<file path="config.mk">
export PLATFORM = sky130hd
export DESIGN_NAME = cmd_ctrl_rx_gen
export DESIGN_NICKNAME = d
export VERILOG_FILES = /design/src/rtl/cmd_ctrl_rx_gen.sv
export SDC_FILE = /design/constraint.sdc
export NUM_CORES = 1
export LEC_CHECK = 0
export BUFFER_PORTS_ARGS = -buffer_cell sky130_fd_sc_hd__clkbuf_2
export CORE_ASPECT_RATIO = 1.4
export CORE_UTILIZATION = 52
export CTS_CLUSTER_SIZE = 12
export DETAILED_ROUTE_END_ITERATION = 16
export PLACE_DENSITY = 0.75
export SLEW_MARGIN = 5
export SYNTH_ARGS = -nofsm -noshare
export SYNTH_HDL_FRONTEND = slang
export SYNTH_SLANG_ARGS = --single-unit
</file>
<file path="constraint.sdc">
create_clock -name CLK -period 2.09 [get_ports CLK]
set_input_delay 0.627 -clock CLK [delete_from_list [all_inputs] [get_ports CLK]]
set_output_delay 0.627 -clock CLK [all_outputs]
set_load 0.01 [all_outputs]
</file>
<file path="src/rtl/cmd_ctrl_rx_gen.sv">
// -----------------------------------------------------------------------------
// cmd_ctrl_rx_gen
// Receive-side command controller (second generation). Decodes framed command
// byte sequences from the UART RX deserialiser into register-file write/read
// strobes and ALU operations. All outputs are registered.
//
// Ports:
//   CLK            system clock
//   RST            asynchronous active-low reset
//   Data_valid     RX byte valid (level, held >= 1 cycle per byte)
//   P_Data_RX      received byte
//   ALU_OUT_Valid  ALU result valid
//   ALU_EN         one-cycle ALU start strobe
//   CLK_EN         ALU clock-gate enable
//   WrEn           one-cycle register-file write strobe
//   RdEn           one-cycle register-file read strobe
//   ALU_FUN        ALU function code (held while waiting for the ALU)
//   Address        register-file address
//   WrData         register-file write data
//   Busy           high whenever the FSM is not idle
//   Frame_Err      one-cycle pulse on protocol error or inter-byte timeout
// -----------------------------------------------------------------------------
module cmd_ctrl_rx_gen #(
    parameter int unsigned       DATA_W      = 8,
    parameter int unsigned       ADDR_W      = 4,
    parameter int unsigned       FUN_W       = 4,
    parameter logic [DATA_W-1:0] CMD_WR      = 8'hAA,
    parameter logic [DATA_W-1:0] CMD_RD      = 8'hBB,
    parameter logic [DATA_W-1:0] CMD_ALU_OP  = 8'hCC,
    parameter logic [DATA_W-1:0] CMD_ALU_NOP = 8'hDD,
    parameter logic [DATA_W-1:0] CMD_BWR     = 8'hEE,
    parameter int unsigned       OPA_ADDR    = 0,
    parameter int unsigned       OPB_ADDR    = 1,
    parameter int unsigned       TIMEOUT     = 1023
) (
    input  logic              CLK,
    input  logic              RST,
    input  logic              Data_valid,
    input  logic [DATA_W-1:0] P_Data_RX,
    input  logic              ALU_OUT_Valid,
    output logic              ALU_EN,
    output logic              CLK_EN,
    output logic              WrEn,
    output logic              RdEn,
    output logic [FUN_W-1:0]  ALU_FUN,
    output logic [ADDR_W-1:0] Address,
    output logic [DATA_W-1:0] WrData,
    output logic              Busy,
    output logic              Frame_Err
);

    localparam int unsigned TMO_W = $clog2(TIMEOUT + 1);

    localparam logic [3:0] ST_IDLE     = 4'd0;
    localparam logic [3:0] ST_WR_ADDR  = 4'd1;
    localparam logic [3:0] ST_WR_DATA  = 4'd2;
    localparam logic [3:0] ST_RD_ADDR  = 4'd3;
    localparam logic [3:0] ST_BW_ADDR  = 4'd4;
    localparam logic [3:0] ST_BW_CNT   = 4'd5;
    localparam logic [3:0] ST_BW_DATA  = 4'd6;
    localparam logic [3:0] ST_ALU_A    = 4'd7;
    localparam logic [3:0] ST_ALU_B    = 4'd8;
    localparam logic [3:0] ST_ALU_F    = 4'd9;
    localparam logic [3:0] ST_ALU_WAIT = 4'd10;

    // Control state
    logic [3:0]        state_q, state_d;
    logic              dv_q;
    logic [ADDR_W-1:0] addr_q, addr_d;
    logic [DATA_W-1:0] cnt_q, cnt_d;
    logic [TMO_W-1:0]  tmo_q, tmo_d;

    // Registered outputs
    logic              wr_en_q, wr_en_d;
    logic              rd_en_q, rd_en_d;
    logic              alu_en_q, alu_en_d;
    logic              clk_en_q, clk_en_d;
    logic              busy_q, busy_d;
    logic              err_q, err_d;
    logic [FUN_W-1:0]  alu_fun_q, alu_fun_d;
    logic [ADDR_W-1:0] address_q, address_d;
    logic [DATA_W-1:0] wr_data_q, wr_data_d;

    logic accept;
    logic accept_eff;
    logic progress;
    logic timeout_hit;
    logic abort;

    function automatic logic is_alu_state(input logic [3:0] s);
        return (s == ST_ALU_A) || (s == ST_ALU_B) || (s == ST_ALU_F) || (s == ST_ALU_WAIT);
    endfunction

    // Rising edge of Data_valid: a held level is only ever counted once.
    assign accept = Data_valid & ~dv_q;

    // Bytes arriving while waiting for the ALU are dropped silently.
    assign accept_eff = accept && (state_q != ST_ALU_WAIT);

    // Anything that moves the frame forward beats a simultaneous timeout.
    assign progress = accept_eff || ((state_q == ST_ALU_WAIT) && ALU_OUT_Valid);

    assign timeout_hit = (state_q != ST_IDLE) && (tmo_q == TMO_W'(TIMEOUT));
    assign abort       = timeout_hit && !progress;

    always_comb begin
        state_d   = state_q;
        addr_d    = addr_q;
        cnt_d     = cnt_q;
        wr_en_d   = 1'b0;
        rd_en_d   = 1'b0;
        alu_en_d  = 1'b0;
        err_d     = 1'b0;
        address_d = address_q;
        wr_data_d = wr_data_q;
        alu_fun_d = '0;

        case (state_q)
            ST_IDLE: begin
                if (accept_eff) begin
                    // if-chain rather than case: opcode parameters may legally collide
                    if (P_Data_RX == CMD_WR) begin
                        state_d = ST_WR_ADDR;
                    end else if (P_Data_RX == CMD_RD) begin
                        state_d = ST_RD_ADDR;
                    end else if (P_Data_RX == CMD_BWR) begin
                        state_d = ST_BW_ADDR;
                    end else if (P_Data_RX == CMD_ALU_OP) begin
                        state_d = ST_ALU_A;
                    end else if (P_Data_RX == CMD_ALU_NOP) begin
                        state_d = ST_ALU_F;
                    end else begin
                        err_d = 1'b1;
                    end
                end
            end
            ST_WR_ADDR: begin
                if (accept_eff) begin
                    addr_d  = P_Data_RX[ADDR_W-1:0];
                    state_d = ST_WR_DATA;
                end
            end
            ST_WR_DATA: begin
                if (accept_eff) begin
                    wr_en_d   = 1'b1;
                    address_d = addr_q;
                    wr_data_d = P_Data_RX;
                    state_d   = ST_IDLE;
                end
            end
            ST_RD_ADDR: begin
                if (accept_eff) begin
                    rd_en_d   = 1'b1;
                    address_d = P_Data_RX[ADDR_W-1:0];
                    state_d   = ST_IDLE;
                end
            end
            ST_BW_ADDR: begin
                if (accept_eff) begin
                    addr_d  = P_Data_RX[ADDR_W-1:0];
                    state_d = ST_BW_CNT;
                end
            end
            ST_BW_CNT: begin
                if (accept_eff) begin
                    if (P_Data_RX == '0) begin
                        err_d   = 1'b1;
                        state_d = ST_IDLE;
                    end else begin
                        cnt_d   = P_Data_RX;
                        state_d = ST_BW_DATA;
                    end
                end
            end
            ST_BW_DATA: begin
                if (accept_eff) begin
                    wr_en_d   = 1'b1;
                    address_d = addr_q;
                    wr_data_d = P_Data_RX;
                    addr_d    = addr_q + ADDR_W'(1);  // wraps at 2^ADDR_W
                    cnt_d     = cnt_q - DATA_W'(1);
                    if (cnt_q == DATA_W'(1)) begin
                        state_d = ST_IDLE;
                    end
                end
            end
            ST_ALU_A: begin
                if (accept_eff) begin
                    wr_en_d   = 1'b1;
                    address_d = ADDR_W'(OPA_ADDR);
                    wr_data_d = P_Data_RX;
                    state_d   = ST_ALU_B;
                end
            end
            ST_ALU_B: begin
                if (accept_eff) begin
                    wr_en_d   = 1'b1;
                    address_d = ADDR_W'(OPB_ADDR);
                    wr_data_d = P_Data_RX;
                    state_d   = ST_ALU_F;
                end
            end
            ST_ALU_F: begin
                if (accept_eff) begin
                    alu_en_d  = 1'b1;
                    alu_fun_d = P_Data_RX[FUN_W-1:0];
                    state_d   = ST_ALU_WAIT;
                end
            end
            ST_ALU_WAIT: begin
                alu_fun_d = alu_fun_q;
                if (ALU_OUT_Valid) begin
                    state_d   = ST_IDLE;
                    alu_fun_d = '0;
                end
            end
            default: begin
                state_d = ST_IDLE;
            end
        endcase

        // Timeout abort: no strobe can be pending here since nothing was accepted.
        if (abort) begin
            state_d   = ST_IDLE;
            err_d     = 1'b1;
            alu_fun_d = '0;
        end

        // Timer runs only while a frame is open and nothing moves it forward.
        if ((state_q == ST_IDLE) || (state_d != state_q) || accept_eff) begin
            tmo_d = '0;
        end else begin
            tmo_d = tmo_q + TMO_W'(1);
        end

        // Gate opens with the ALU opcode and stays on one cycle past ALU_WAIT
        // so the ALU can finish its result cycle; a timeout closes it at once.
        clk_en_d = !abort && (is_alu_state(state_d) || is_alu_state(state_q));
        busy_d   = (state_d != ST_IDLE);
    end

    always_ff @(posedge CLK or negedge RST) begin
        if (!RST) begin
            state_q   <= ST_IDLE;
            dv_q      <= 1'b0;
            addr_q    <= '0;
            cnt_q     <= '0;
            tmo_q     <= '0;
            wr_en_q   <= 1'b0;
            rd_en_q   <= 1'b0;
            alu_en_q  <= 1'b0;
            clk_en_q  <= 1'b0;
            busy_q    <= 1'b0;
            err_q     <= 1'b0;
            alu_fun_q <= '0;
            address_q <= '0;
            wr_data_q <= '0;
        end else begin
            state_q   <= state_d;
            dv_q      <= Data_valid;
            addr_q    <= addr_d;
            cnt_q     <= cnt_d;
            tmo_q     <= tmo_d;
            wr_en_q   <= wr_en_d;
            rd_en_q   <= rd_en_d;
            alu_en_q  <= alu_en_d;
            clk_en_q  <= clk_en_d;
            busy_q    <= busy_d;
            err_q     <= err_d;
            alu_fun_q <= alu_fun_d;
            address_q <= address_d;
            wr_data_q <= wr_data_d;
        end
    end

    assign ALU_EN    = alu_en_q;
    assign CLK_EN    = clk_en_q;
    assign WrEn      = wr_en_q;
    assign RdEn      = rd_en_q;
    assign ALU_FUN   = alu_fun_q;
    assign Address   = address_q;
    assign WrData    = wr_data_q;
    assign Busy      = busy_q;
    assign Frame_Err = err_q;

endmodule

</file>
* Word level (Yosys, flattened, before mapping)
Cells that the tools add are included.
** Cells by class
- Add/subtract/negate cells :: 3
- Bitwise operators :: 2
- Reduce and logical (&&, ||, !) cells :: 32
- Equality and inequality tests :: 32
- Mux-type cells :: 49
** Operators with widths (count)
- 4-bit two-way mux :: 25
- 8-bit equality test (second input constant) :: 5
- 4-bit one-hot mux with 10 select lines :: 1
- 4-bit equality test (second input constant) :: 6
- 8-bit two-way mux :: 3
- 4-bit by 3-bit equality test with 1-bit output (second input constant) :: 5
- 4-bit one-hot mux with 2 select lines :: 2
- 4-bit one-hot mux with 4 select lines :: 1
- 8-bit one-hot mux with 2 select lines :: 1
- 1-bit two-way mux :: 13
- 2-bit inequality test (second input constant) :: 6
- 4-bit nonzero test :: 3
- 10-bit by 1-bit adder with 10-bit output (second input constant) :: 1
- 10-bit equality test (second input constant) :: 1
- 1-bit logical OR :: 10
- 10-bit two-way mux :: 1
- 4-bit by 2-bit equality test with 1-bit output (second input constant) :: 2
- 8-bit by 1-bit equality test with 1-bit output (second input constant) :: 1
- 8-bit logical NOT :: 1
- 8-bit by 1-bit subtractor with 8-bit output (second input constant) :: 1
- 2-bit OR reduction :: 3
- 1-bit logical AND :: 5
- 5-bit AND reduction :: 1
- 4-bit by 1-bit adder with 4-bit output (second input constant) :: 1
- other kinds (16) :: 19
** Storage, ports and cells
- Output and inout port bits :: 22
- Logic and storage cells :: 132
- Input bits :: 12
- Bits in registers :: 49

* Depth between registers and ports, before layout
Gate-level depths: netlist (run 1).
- Depth after elaboration :: 15
- Mapped depth :: 9
- Mapped depth without buffers :: 7

* Least setup slack after synthesis (run 1)
No wires, ideal clock.
- Path type :: input -> register
- From :: in P_Data_RX[2]
- To :: reg busy_q, in the netlist Busy
- Path slack :: -0.182 ns
- Path buffers :: 1
- Setup time :: 0.139 ns
- Required time :: 1.951 ns
- Data arrival time :: 2.133 ns
- Stages :: 7
- Cell sequence :: buf_2 nor4_2 a211oi_2 o211ai_1 o2111ai_1 and2_4 or4b_1
** Between the ends
- Cells in the longest elaborated chain, start to end :: 10
- Elaborated cells on any way between the ends :: 17
- Classes of those cells :: eq/ne (5); mux (10); reduce/logical (2)
** RTL lines
- start, declared :: RTL line 39 : input logic [DATA_W-1:0] P_Data_RX,
- 8-bit equality test :: RTL line 130 : end else if (P_Data_RX == CMD_ALU_NOP) begin
- 4-bit two-way mux :: RTL line 130
- 4-bit two-way mux :: RTL line 128 : end else if (P_Data_RX == CMD_ALU_OP) begin
- 4-bit two-way mux :: RTL line 126 : end else if (P_Data_RX == CMD_BWR) begin
- 4-bit two-way mux :: RTL line 124 : end else if (P_Data_RX == CMD_RD) begin
- 4-bit two-way mux :: RTL line 122 : if (P_Data_RX == CMD_WR) begin
- 4-bit two-way mux :: RTL line 120 : if (accept_eff) begin
- 4-bit one-hot mux with 10 select lines * :: RTL line 118 : case (state_q)
- 4-bit two-way mux * :: RTL line 223 : if (abort) begin
- named net state_d[1] :: RTL line 67 : logic [3:0] state_q, state_d;
- 4-bit nonzero test * :: RTL line 239 : busy_d = (state_d != ST_IDLE);
- named net busy_d :: RTL line 78 : logic busy_q, busy_d;
- end signal, assigned :: RTL line 268 : busy_q <= busy_d;
- end, declared :: RTL line 78
The timed path passes the listed nets; every way through them passes the cells marked *.
A chain may end at the register's enable or synchronous reset.

* Worst setup path after layout (run 1)
- From :: reg state_q[1]
- To :: reg busy_q, in the netlist Busy
** Between the ends
- Cells in the longest elaborated chain, start to end :: 9
- Elaborated cells on any way between the ends :: 39
- Classes of those cells :: eq/ne (11); mux (18); reduce/logical (10)
** RTL lines
- start, declared :: RTL line 67
- start signal, assigned :: RTL line 259 : state_q <= state_d;
- 4-bit two-way mux :: RTL line 130
- 4-bit two-way mux :: RTL line 128
- 4-bit two-way mux :: RTL line 126
- 4-bit two-way mux :: RTL line 124
- 4-bit two-way mux :: RTL line 122
- 4-bit two-way mux :: RTL line 120
- 4-bit one-hot mux with 10 select lines :: RTL line 118
- 4-bit two-way mux * :: RTL line 223
- named net state_d[1] :: RTL line 67
- 4-bit nonzero test * :: RTL line 239
- named net busy_d :: RTL line 78
Marks and branches as above.

==> flow_metrics.py, run 1 <==
metrics = {
    "power_and_ir_drop": {
        "vdd_drop_max_mv": 0.671,
        "power_density_nw_per_um2": 1150,
        "p_leak_nw": 1.67,
        "totalPowerFinal_mw": 4.18,
    },
    "clock_network": {
        "clk_pin_slew_ns": 0.09,
        "ctsHoldBuffers": 0,
        "htree_levels": 2,
        "clock_latency_ns": 0.31,
        "clk_path_buf_depth": 2,
        "cts-root-buf": "clkbuf_8",
        "tritoncts": "built",
        "clock_sinks": 49,
        "cts_made_buffers": 5,
    },
    "yosys": {
        "synth_edf_count": 0,
        "synth_area_leaders": "dfrtp_1 (43%), nor2_1 (5.0%), mux2_2 (4.8%), o21ai_0 (3.5%), a21oi_1 (3.0%)",
        "netlist_area_um2": 2840,
        "synth_cell_types": 63,
        "synth_seq_cells": 49,
        "ys.flop_type": "dfrtp_1",
        "syn_inst": 302,
        "ys_seq_area_share_pct": 43.1,
        "yosys.area.top_type": "dfrtp_1",
        "syn_nets": 318,
        "synth_area_per_cell_um2": 9.42,
        "ys_async_sr_fraction_pct": 100,
        "yosysWarnings": 0,
        "synth_top_area_share_pct": 43.1,
    },
    "cells_and_area": {
        "layout-drive-gt1-share_pct": 37.0,
        "area_growth_pct": 28.3,
        "n_fill_cell": 449,
        "stdcell_count": 455,
        "n_antenna_cell": 0,
        "final_cell_mix": "buf_4 (65), dfrtp_1 (47), nor2_1 (35)",
        "fin_util_pct": 69.7,
        "layout_commonest_cell": "buf_4",
        "layout.nets": 404,
    },
    "global_routing": {
        "grt_overflow": 0,
        "grt_pass1_vias": 2655,
        "grt_pass1_wl_um": 12500,
        "grt_antenna_before_repair": 0,
        "grt_max_degree": 50,
        "grt_usage_pct": 28.9,
    },
    "routing": {
        "ant_nets": 0,
        "drc_errors": 0,
        "num_vias": 2653,
        "via_per_inst": 5.83,
        "drt_iter0_drc": 119,
        "dr.pass1.iters": 4,
        "post_drt_wl_per_cell_um": 17.3,
        "routed_wl_um": 7860,
    },
    "min_path": {
        "worstHoldPathType": "in2async",
    },
    "status": {
        "run_status": "finished with violations",
        "violations": "negative setup slack",
    },
    "critical_path": {
        "crit_path_start_kind": "flop",
        "r2r_cells": 7,
        "reg2reg_to": "Busy",
        "critPathCaptureType": "flop",
        "cp.required_ns": 2.28,
        "r2r_start": "state_q[1]",
        "rrSetupSlack_ns": -0.005,
        "crit_fanout": 7,
        "criticalPathCategory": "reg2reg",
        "arrival_ns": 2.28,
    },
    "timing": {
        "setup_violations": 1,
        "maxSlewHeadroom_pct": 59.2,
        "tightest_slew_ns": 0.612,
        "hold_slack_ns": 0.392,
        "worst_slack_ns": -0.00543,
        "timing.final.crit_share_pct": 100,
        "fin_crit_ns": 2.10,
        "rsz0062_at_grt": "true",
        "hold_violations": 0,
        "slew_violations": 0,
        "finClkSkew_ns": 0.00531,
        "setup_tns_ns": -0.00543,
        "max_freq_mhz": 477,
    },
    "run": {
        "cap_violations": 0,
    },
    "floorplanning": {
        "die_w_um": 64.5,
        "die_y_um": 89.5,
        "boundaryPins": 34,
        "core-area_um2": 5240,
        "rows": 31,
        "initial_core_util_pct": 54.3,
        "die_area_um2": 5770,
    },
    "placed_design": {
        "dpl.cell_count": 444,
        "gp_congestion": 0.950,
        "portBuffers": 33,
        "place_hpwl_um": 6060,
    },
}
[stage by stage]
step	worst slack, ns	area (µm²)
2_1_floorplan	-0.0707	2880
3_3_place_gp	-0.198	3480
3_5_place_dp	-0.268	3480
4_1_cts	0.00387	3620
5_1_grt	-0.119	3650
6_report	-0.00543	3650
[critical path: stages, from the launching register on]
cell and delay (ns):
dfrtp_1 0.44, buf_4 0.18, inv_1 0.21, nor3_1 0.12
a22oi_1 0.21, o2111ai_1 0.18, and2_4 0.18, or4b_1 0.46
[layer usage]
layer  share of wire, %  track usage [%]  vias up
met2                 55             52.2       77
li1                   -                -     1271
met4                4.2             18.2        0
met3                3.5             6.12       28
met5                  0                0        -
met1                 38             30.4     1277
[final cells by class]
class / instances / area (µm²) / share of cell area [%]
Clock buffer: 5 / 68.8 / 1.89
Clock inverter: 3 / 21.3 / 0.583
Inverter: 12 / 45.0 / 1.23
Multi-Input combinational cell: 221 / 1540 / 42.2
Sequential cell: 49 / 1230 / 33.7
Tap cell: 66 / 82.6 / 2.26
Timing Repair Buffer: 99 / 664 / 18.2
[power breakdown]
part           total (mW)  switching, mW  internal (mW)
clock               0.573          0.335          0.238
combinational        2.12           1.11           1.01
sequential           1.49          0.240           1.25
total                4.18           1.69           2.49
[timing repair]
item | 4_1_cts | 5_1_grt
buffers inserted | 2 | 1
setup endpoints to repair | 11 | 17
pin swaps | 4 | 7
resized for setup | 8 | 10
[registers in the layout (all words and copies together) (netlist names), 4 cells and up]
name and count:
WrData 8, tmo_q 10, cnt_q 8, addr_q 4, state_q 4, Address 4, ALU_FUN 4
[worst max-delay path by stage]
stage | startpoint | end | slack [ns]
final | state_q[1] | Busy | -0.005
after global placement | Data_valid | Busy | -0.20
after CTS | state_q[2] | Busy | 0.004
after floorplan | P_Data_RX[1] | Busy | -0.07
after detailed placement | Data_valid | tmo_q[3] | -0.27
after global routing | state_q[0] | tmo_q[0] | -0.12
[synthesized netlist by cell type, types with 3 or more instances]
library cell,instances
a22o_1,8
nor2_1,38
nor3_1,8
xnor2_1,8
and3_1,5
or3_1,3
nand3_1,9
ha_1,4
clkbuf_1,9
nor2b_1,3
buf_2,8
a31oi_1,5
nand2b_1,3
mux2_2,12
a22oi_1,4
o22ai_1,6
a21oi_1,17
inv_1,12
nand2_1,16
nand4_1,4
o22a_1,3
o21ai_0,20
dfrtp_1,49
[logic make-up (layout without fill, tap and decap cells)]
kind of cell	Yosys count	in the layout	synth area share (%)
compound gates	86	86	21.3
mux	13	13	5.10
simple gates	108	108	20.6
xor+xnor	10	10	3.08
buf+inv	32	119	5.10
flops	49	49	43.1
fa+ha+maj	4	4	1.76
(Power assumes the default switching activity.)
==> run 2, diff against run 1 <==
- CELL_PAD_IN_SITES_DETAIL_PLACEMENT: default -> 0
- CELL_PAD_IN_SITES_GLOBAL_PLACEMENT: default -> 2
- CORE_UTILIZATION: 52 -> 33
- PLACE_DENSITY: 0.75 -> 0.78
==> run 2 against run 1 <==
  * The flow now finishes without violations
  * Critical endpoint unchanged
  * Highest routed layer unchanged
  * First-iteration DRC count decreased by 6.7%
  * Fmax increased by 2.1%
  * Combinational power increased by 7%
==> flow_metrics.py, run 2 (synthesis gave the netlist of run 1 again) <==
metrics = {
    "power_and_ir_drop": {
        "switchingPower_mw": 1.77,
        "seqPwrFrac_pct": 31.8,
        "power_frac_clock_pct": 20.0,
        "power_density_nw_per_um2": 1190,
        "p_int_mw": 2.92,
        "p_leak_nw": 1.75,
        "vdd_drop_max_mv": 0.691,
        "switching_share_pct": 37.7,
        "combPwrFrac_pct": 48.2,
    },
    "routing": {
        "dr.pass1.iters": 4,
        "drc_errors": 0,
        "via_per_inst": 5.33,
        "num_vias": 2632,
        "routed_wl_um": 8350,
        "post_drt_wl_per_cell_um": 16.9,
        "ant_nets": 0,
        "drt_iter0_drc": 111,
    },
    "cells_and_area": {
        "layout.nets": 407,
        "final_cell_mix": "buf_4 (62), dfrtp_1 (45), nor2_1 (38)",
        "n_antenna_cell": 0,
        "layout-drive-gt1-share_pct": 39.8,
        "area_growth_pct": 38.2,
        "largest_register_ffs": 10,
        "largest-register": "tmo_q",
        "design_area_um2": 3930,
        "layout_commonest_cell": "buf_4",
    },
    "clock_network": {
        "clk_path_buf_depth": 2,
        "cts_made_buffers": 5,
        "htree_levels": 2,
        "cts-root-buf": "clkbuf_16",
        "tritoncts": "built",
        "clock_sinks": 49,
        "clock_latency_ns": 0.30,
        "clk_pin_slew_ns": 0.06,
    },
    "timing": {
        "slew_violations": 0,
        "rsz0062_at_grt": "true",
        "setup_violations": 0,
        "max_freq_mhz": 487,
        "hold_violations": 0,
        "timing.final.crit_share_pct": 98.2,
        "maxSlewHeadroom_pct": 50.8,
        "finClkSkew_ns": 0.00718,
        "tightest_slew_ns": 0.732,
        "setup_tns_ns": 0,
        "fin_crit_ns": 2.05,
    },
    "placed_design": {
        "gp_congestion": 0.951,
        "place_hpwl_um": 6320,
        "place_area_um2": 3560,
        "portBuffers": 33,
    },
    "critical_path": {
        "criticalPathCategory": "reg2reg",
        "crit_fanout": 6,
        "crit_path_start_kind": "flop",
        "cp.required_ns": 2.25,
        "critPathCaptureType": "flop",
        "arrival_ns": 2.22,
    },
    "status": {
        "run_status": "finished, final reports clean",
    },
    "global_routing": {
        "grt_pass1_wl_um": 13600,
        "grt_pass1_vias": 2672,
        "grt_antenna_before_repair": 0,
        "grt_overflow": 0,
        "grt_usage_pct": 20.1,
        "grt_max_degree": 50,
    },
    "floorplanning": {
        "die_area_um2": 9000,
        "die_y_um": 112,
        "die_w_um": 80.5,
        "initial_core_util_pct": 34.5,
        "boundaryPins": 34,
        "core-area_um2": 8250,
        "rows": 39,
    },
    "run": {
        "cap_violations": 0,
    },
    "min_path": {
        "worstHoldPathType": "in2async",
    },
}
-- run 2: cell types whose count changed in the layout (fill, tap and decap cells not counted), moves of 3 or more --
cell and delta:
clkbuf_16 +6, clkbuf_8 -5, nor2_2 -4, buf_4 -3, buf_6 +3, nor2_1 +3
-- run 2: final timing paths --
path                            start    endpoint  slack (ns)  cells after the start
hold / removal                    RST   Frame_Err        0.30                      2
hold reg to reg            ALU_FUN[2]  ALU_FUN[2]        0.51                      1
min in group CLK           Data_valid        dv_q        0.49                      1
setup reg to reg           state_q[0]        Busy        0.04                      8
setup / recovery           state_q[0]        Busy        0.04                      8
max in group asynchronous         RST    cnt_q[7]        1.53                      2
-- run 2: power groups by stage --
| stage | clock network, mW | registers (mW) | logic, mW |
|---|---|---|---|
| 3_5_place_dp | 0 | 1.50 | 1.99 |
| 5_1_grt | 1.00 | 1.53 | 2.47 |
| 2_1_floorplan | 0 | 1.52 | 1.15 |
| 6_report | 0.938 | 1.49 | 2.26 |
| 3_3_place_gp | 0 | 1.49 | 2.00 |
| 4_1_cts | 0.965 | 1.48 | 2.01 |
-- run 2: per-stage QoR --
stage	hold WS (ns)	instances	total power [mW]	utilization, %	setup slack [ns]
finish	0.302	494	4.69	47.7	0.0378
global route	0.335	494	5.00	47.7	-0.0318
CTS	0.327	489	4.45	45.4	0.00385
detailed placement	0.488	481	3.49	43.2	-0.325
global placement	0.490	481	3.48	43.2	-0.286
floorplan	0.331	302	2.66	-	-0.0707
-- run 2: worst max-delay path, cell delays in order (launching register included) --
cell       delay (ns)
dfrtp_2          0.47
buf_12           0.16
or2b_4           0.24
buf_4            0.12
o22ai_1          0.07
o211ai_1         0.11
o2111ai_2        0.13
and2_4           0.16
or4b_1           0.45
-- run 2: routing by layer --
layer	wire, µm	vias up	share of wire (%)	track usage [%]
li1	-	1279	-	-
met1	3320	1276	40	22.6
met2	4410	51	53	35.1
met3	220	26	2.6	3.20
met4	400	0	4.8	10.8
met5	0	-	0	0
-- run 2: final cells by class --
cell class                      count  area, µm²
Fill cell                         800       4320
Multi-Input combinational cell    221       1600
Sequential cell                    49       1230
Timing Repair Buffer              102        751
Tap cell                          102        128
Clock buffer                        5        125
Inverter                           12       48.8
Clock inverter                      3       43.8
-- run 2: timing repair --
item | 4_1_cts | 5_1_grt
buffers inserted | 0 | 4
hold buffers | 0 | 0
cloned | 0 | 1
pin swaps | 3 | 11
endpoints found under the setup margin | 11 | 25
resized for setup | 5 | 31
==> run 3, diff against run 2 <==
- ABC_AREA: default -> 1
- CORE_UTILIZATION: 33 -> 30
- PLACE_DENSITY: 0.78 -> 0.77
==> run 3 against run 2 <==
  * Worst setup slack gained 0.042 ns
  * Worst hold slack worse by 0.11 ns
  * Largest power group unchanged
  * First-iteration DRC count fell by 34%
  * Critical path depth grew 5
  * Critical path type unchanged
  * Cell count grew 14%
  * Cell area is 1.8% lower
  * Combinational power is 16% higher
==> flow_metrics.py, run 3 <==
metrics = {
    "status": {
        "run_status": "finished, final reports clean",
    },
    "floorplanning": {
        "rows": 41,
        "die_y_um": 116,
        "initial_core_util_pct": 30.8,
        "die_area_um2": 9660,
        "boundaryPins": 34,
        "core-area_um2": 9030,
        "die_w_um": 83.4,
    },
    "timing": {
        "hold_violations": 0,
        "maxSlewHeadroom_pct": 76.5,
        "rsz0062_at_grt": "true",
        "max_freq_mhz": 497,
        "finClkSkew_ns": 0.00711,
        "slew_violations": 0,
        "setup_tns_ns": 0,
        "fin_crit_ns": 2.01,
        "setup_violations": 0,
        "tightest_slew_ns": 0.349,
        "timing.final.crit_share_pct": 96.2,
    },
    "critical_path": {
        "cp.required_ns": 2.32,
        "path_cells": "inv_2 -> nor2_4 -> nand2_4 -> or2_4 -> o21ai_2 -> inv_1 -> nand2_1 -> nand2_2 -> nand2_2 -> nand3_2 -> nor2_4 -> nand3_4 -> nor2_2",
        "cp_slowest_cell": "dfrtp_2",
        "criticalPathCategory": "reg2reg",
        "crit_path_start_kind": "flop",
        "critPathBufInv": 2,
        "slowest_delay_ns": 0.47,
        "arrival_ns": 2.24,
        "crit_fanout": 6,
        "cp_top_family": "simple AND/OR/NAND/NOR gates",
        "critPathCaptureType": "flop",
    },
    "cells_and_area": {
        "final_cell_mix": "nand2_1 (72), buf_4 (51), dfrtp_1 (45)",
        "layout.nets": 473,
        "layout_commonest_cell": "nand2_1",
        "register_area_um2": 1230,
        "multiInputGateArea_um2": 1580,
        "largest-register": "tmo_q",
        "n_fill_cell": 931,
        "area_growth_pct": 38.8,
        "largest_register_ffs": 10,
        "design_area_um2": 3860,
        "layout-drive-gt1-share_pct": 37.1,
        "n_antenna_cell": 0,
    },
    "yosys": {
        "synth_common_cells": "nand2_1 (84), nor2_1 (60), dfrtp_1 (49)",
        "yosysWarnings": 0,
        "synth_area_leaders": "dfrtp_1 (44%), nand2_1 (11%), nor2_1 (8.1%), o21ai_0 (5.9%), inv_1 (5.4%)",
        "ys_seq_area_share_pct": 44.1,
        "yosys.area.top_type": "dfrtp_1",
        "synth_edf_count": 0,
        "synth_seq_cells": 49,
        "syn_nets": 385,
        "netlist_area_um2": 2780,
        "ys_async_sr_fraction_pct": 100,
        "syn_inst": 369,
        "synth_top_area_share_pct": 44.1,
        "synth_cell_types": 36,
        "ys.flop_type": "dfrtp_1",
        "synth_area_per_cell_um2": 7.53,
        "yosysMostFrequentCell": "nand2_1",
    },
    "routing": {
        "ant_nets": 0,
        "drc_errors": 0,
        "num_vias": 2661,
        "routed_wl_um": 8100,
        "dr.pass1.iters": 5,
        "via_per_inst": 4.71,
        "post_drt_wl_per_cell_um": 14.3,
        "drt_iter0_drc": 73,
    },
    "power_and_ir_drop": {
        "vdd_drop_max_mv": 0.552,
        "p_leak_nw": 1.92,
        "power_density_nw_per_um2": 1320,
    },
    "global_routing": {
        "met3_usage_pct": 3.21,
        "grt_max_degree": 29,
        "met2_usage_pct": 33.0,
        "gr-usage-met1_pct": 18.1,
        "grt_antenna_before_repair": 0,
        "grt_pass1_vias": 2690,
        "grt_pass1_wl_um": 12900,
        "busiest_layer": "met2",
        "grt_overflow": 0,
        "grt_usage_pct": 17.5,
    },
    "clock_network": {
        "tritoncts": "built",
        "clock_sinks": 49,
        "htree_levels": 2,
        "clk_path_buf_depth": 2,
        "clk_pin_slew_ns": 0.06,
        "clock_latency_ns": 0.29,
        "cts_made_buffers": 5,
        "cts-root-buf": "clkbuf_16",
    },
    "placed_design": {
        "portBuffers": 33,
        "place_hpwl_um": 6200,
        "gp_congestion": 0.844,
        "place_area_um2": 3390,
    },
    "run": {
        "cap_violations": 0,
    },
    "min_path": {
        "worstHoldPathType": "in2async",
    },
}
[run 3: cell count changes in the layout (fill, tap and decap cells not counted), sizes merged, moves of 8 or more]
| cell | change |
|---|---|
| buf | -17 |
| inv | +35 |
| nand2 | +74 |
| a22o | -8 |
| nand3 | +11 |
| mux2 | -11 |
| nor2 | +27 |
| xor2 | +8 |
| o21ai | +14 |
[run 3: repair_timing]
item	4_1_cts	5_1_grt
gates resized for setup	0	75
endpoints found under the hold margin	0	0
hold buffers	0	0
setup buffers	0	9
setup endpoints to repair	0	12
[run 3: metrics by stage]
stage | total power, mW | utilization (%) | cells | setup WS, ns | hold slack (ns)
finish | 5.10 | 42.8 | 565 | 0.0797 | 0.193
global route | 5.51 | 42.8 | 565 | -0.0529 | 0.200
CTS | 4.78 | 39.4 | 555 | 0.0170 | 0.199
detailed placement | 3.82 | 37.5 | 547 | -0.286 | 0.458
global placement | 3.81 | 37.5 | 547 | -0.273 | 0.458
floorplan | 2.90 | - | 369 | 0.163 | 0.331
[run 3: area by class of cell]
class                      count  area share [%]
multi-input combinational    270            40.9
sequential                    49            31.9
timing repair buffer          84            14.6
inverter                      47            4.70
clock buffer                   7            3.70
tap                          107            3.47
clock inverter                 1           0.778
[run 3: metal layers]
metal	up-vias	share of wire, %	wire [µm]
met5	-	0	0
met4	0	3.5	286
met3	14	2.0	163
met2	33	56	4510
met1	1258	39	3150
li1	1356	-	-
[run 3: worst paths after layout]
kind,startpoint,to,slack (ns),cells after the start
worst max-delay path,state_q[3],tmo_q[8],0.08,13
worst min-delay path,RST,tmo_q[3],0.19,1
worst max register to register,state_q[3],tmo_q[8],0.08,13
worst min register to register,ALU_FUN[3],ALU_FUN[3],0.49,2
max in group asynchronous,RST,state_q[0],1.40,2
min in group CLK,Data_valid,dv_q,0.45,1
[run 3: kinds of logic after synthesis]
group                      synth area share, %
adders and majority gates                 1.80
and+or+nand+nor                           30.0
buffers and inverters                     7.11
xor gates and xnor gates                  4.10
DFF                                       44.1
AOI/OAI and AO/OA                         12.5
muxes                                    0.405
[run 3: where the power goes]
part           switching (mW)  internal [mW]
clock                   0.348          0.598
sequential              0.277           1.25
combinational            1.54           1.09
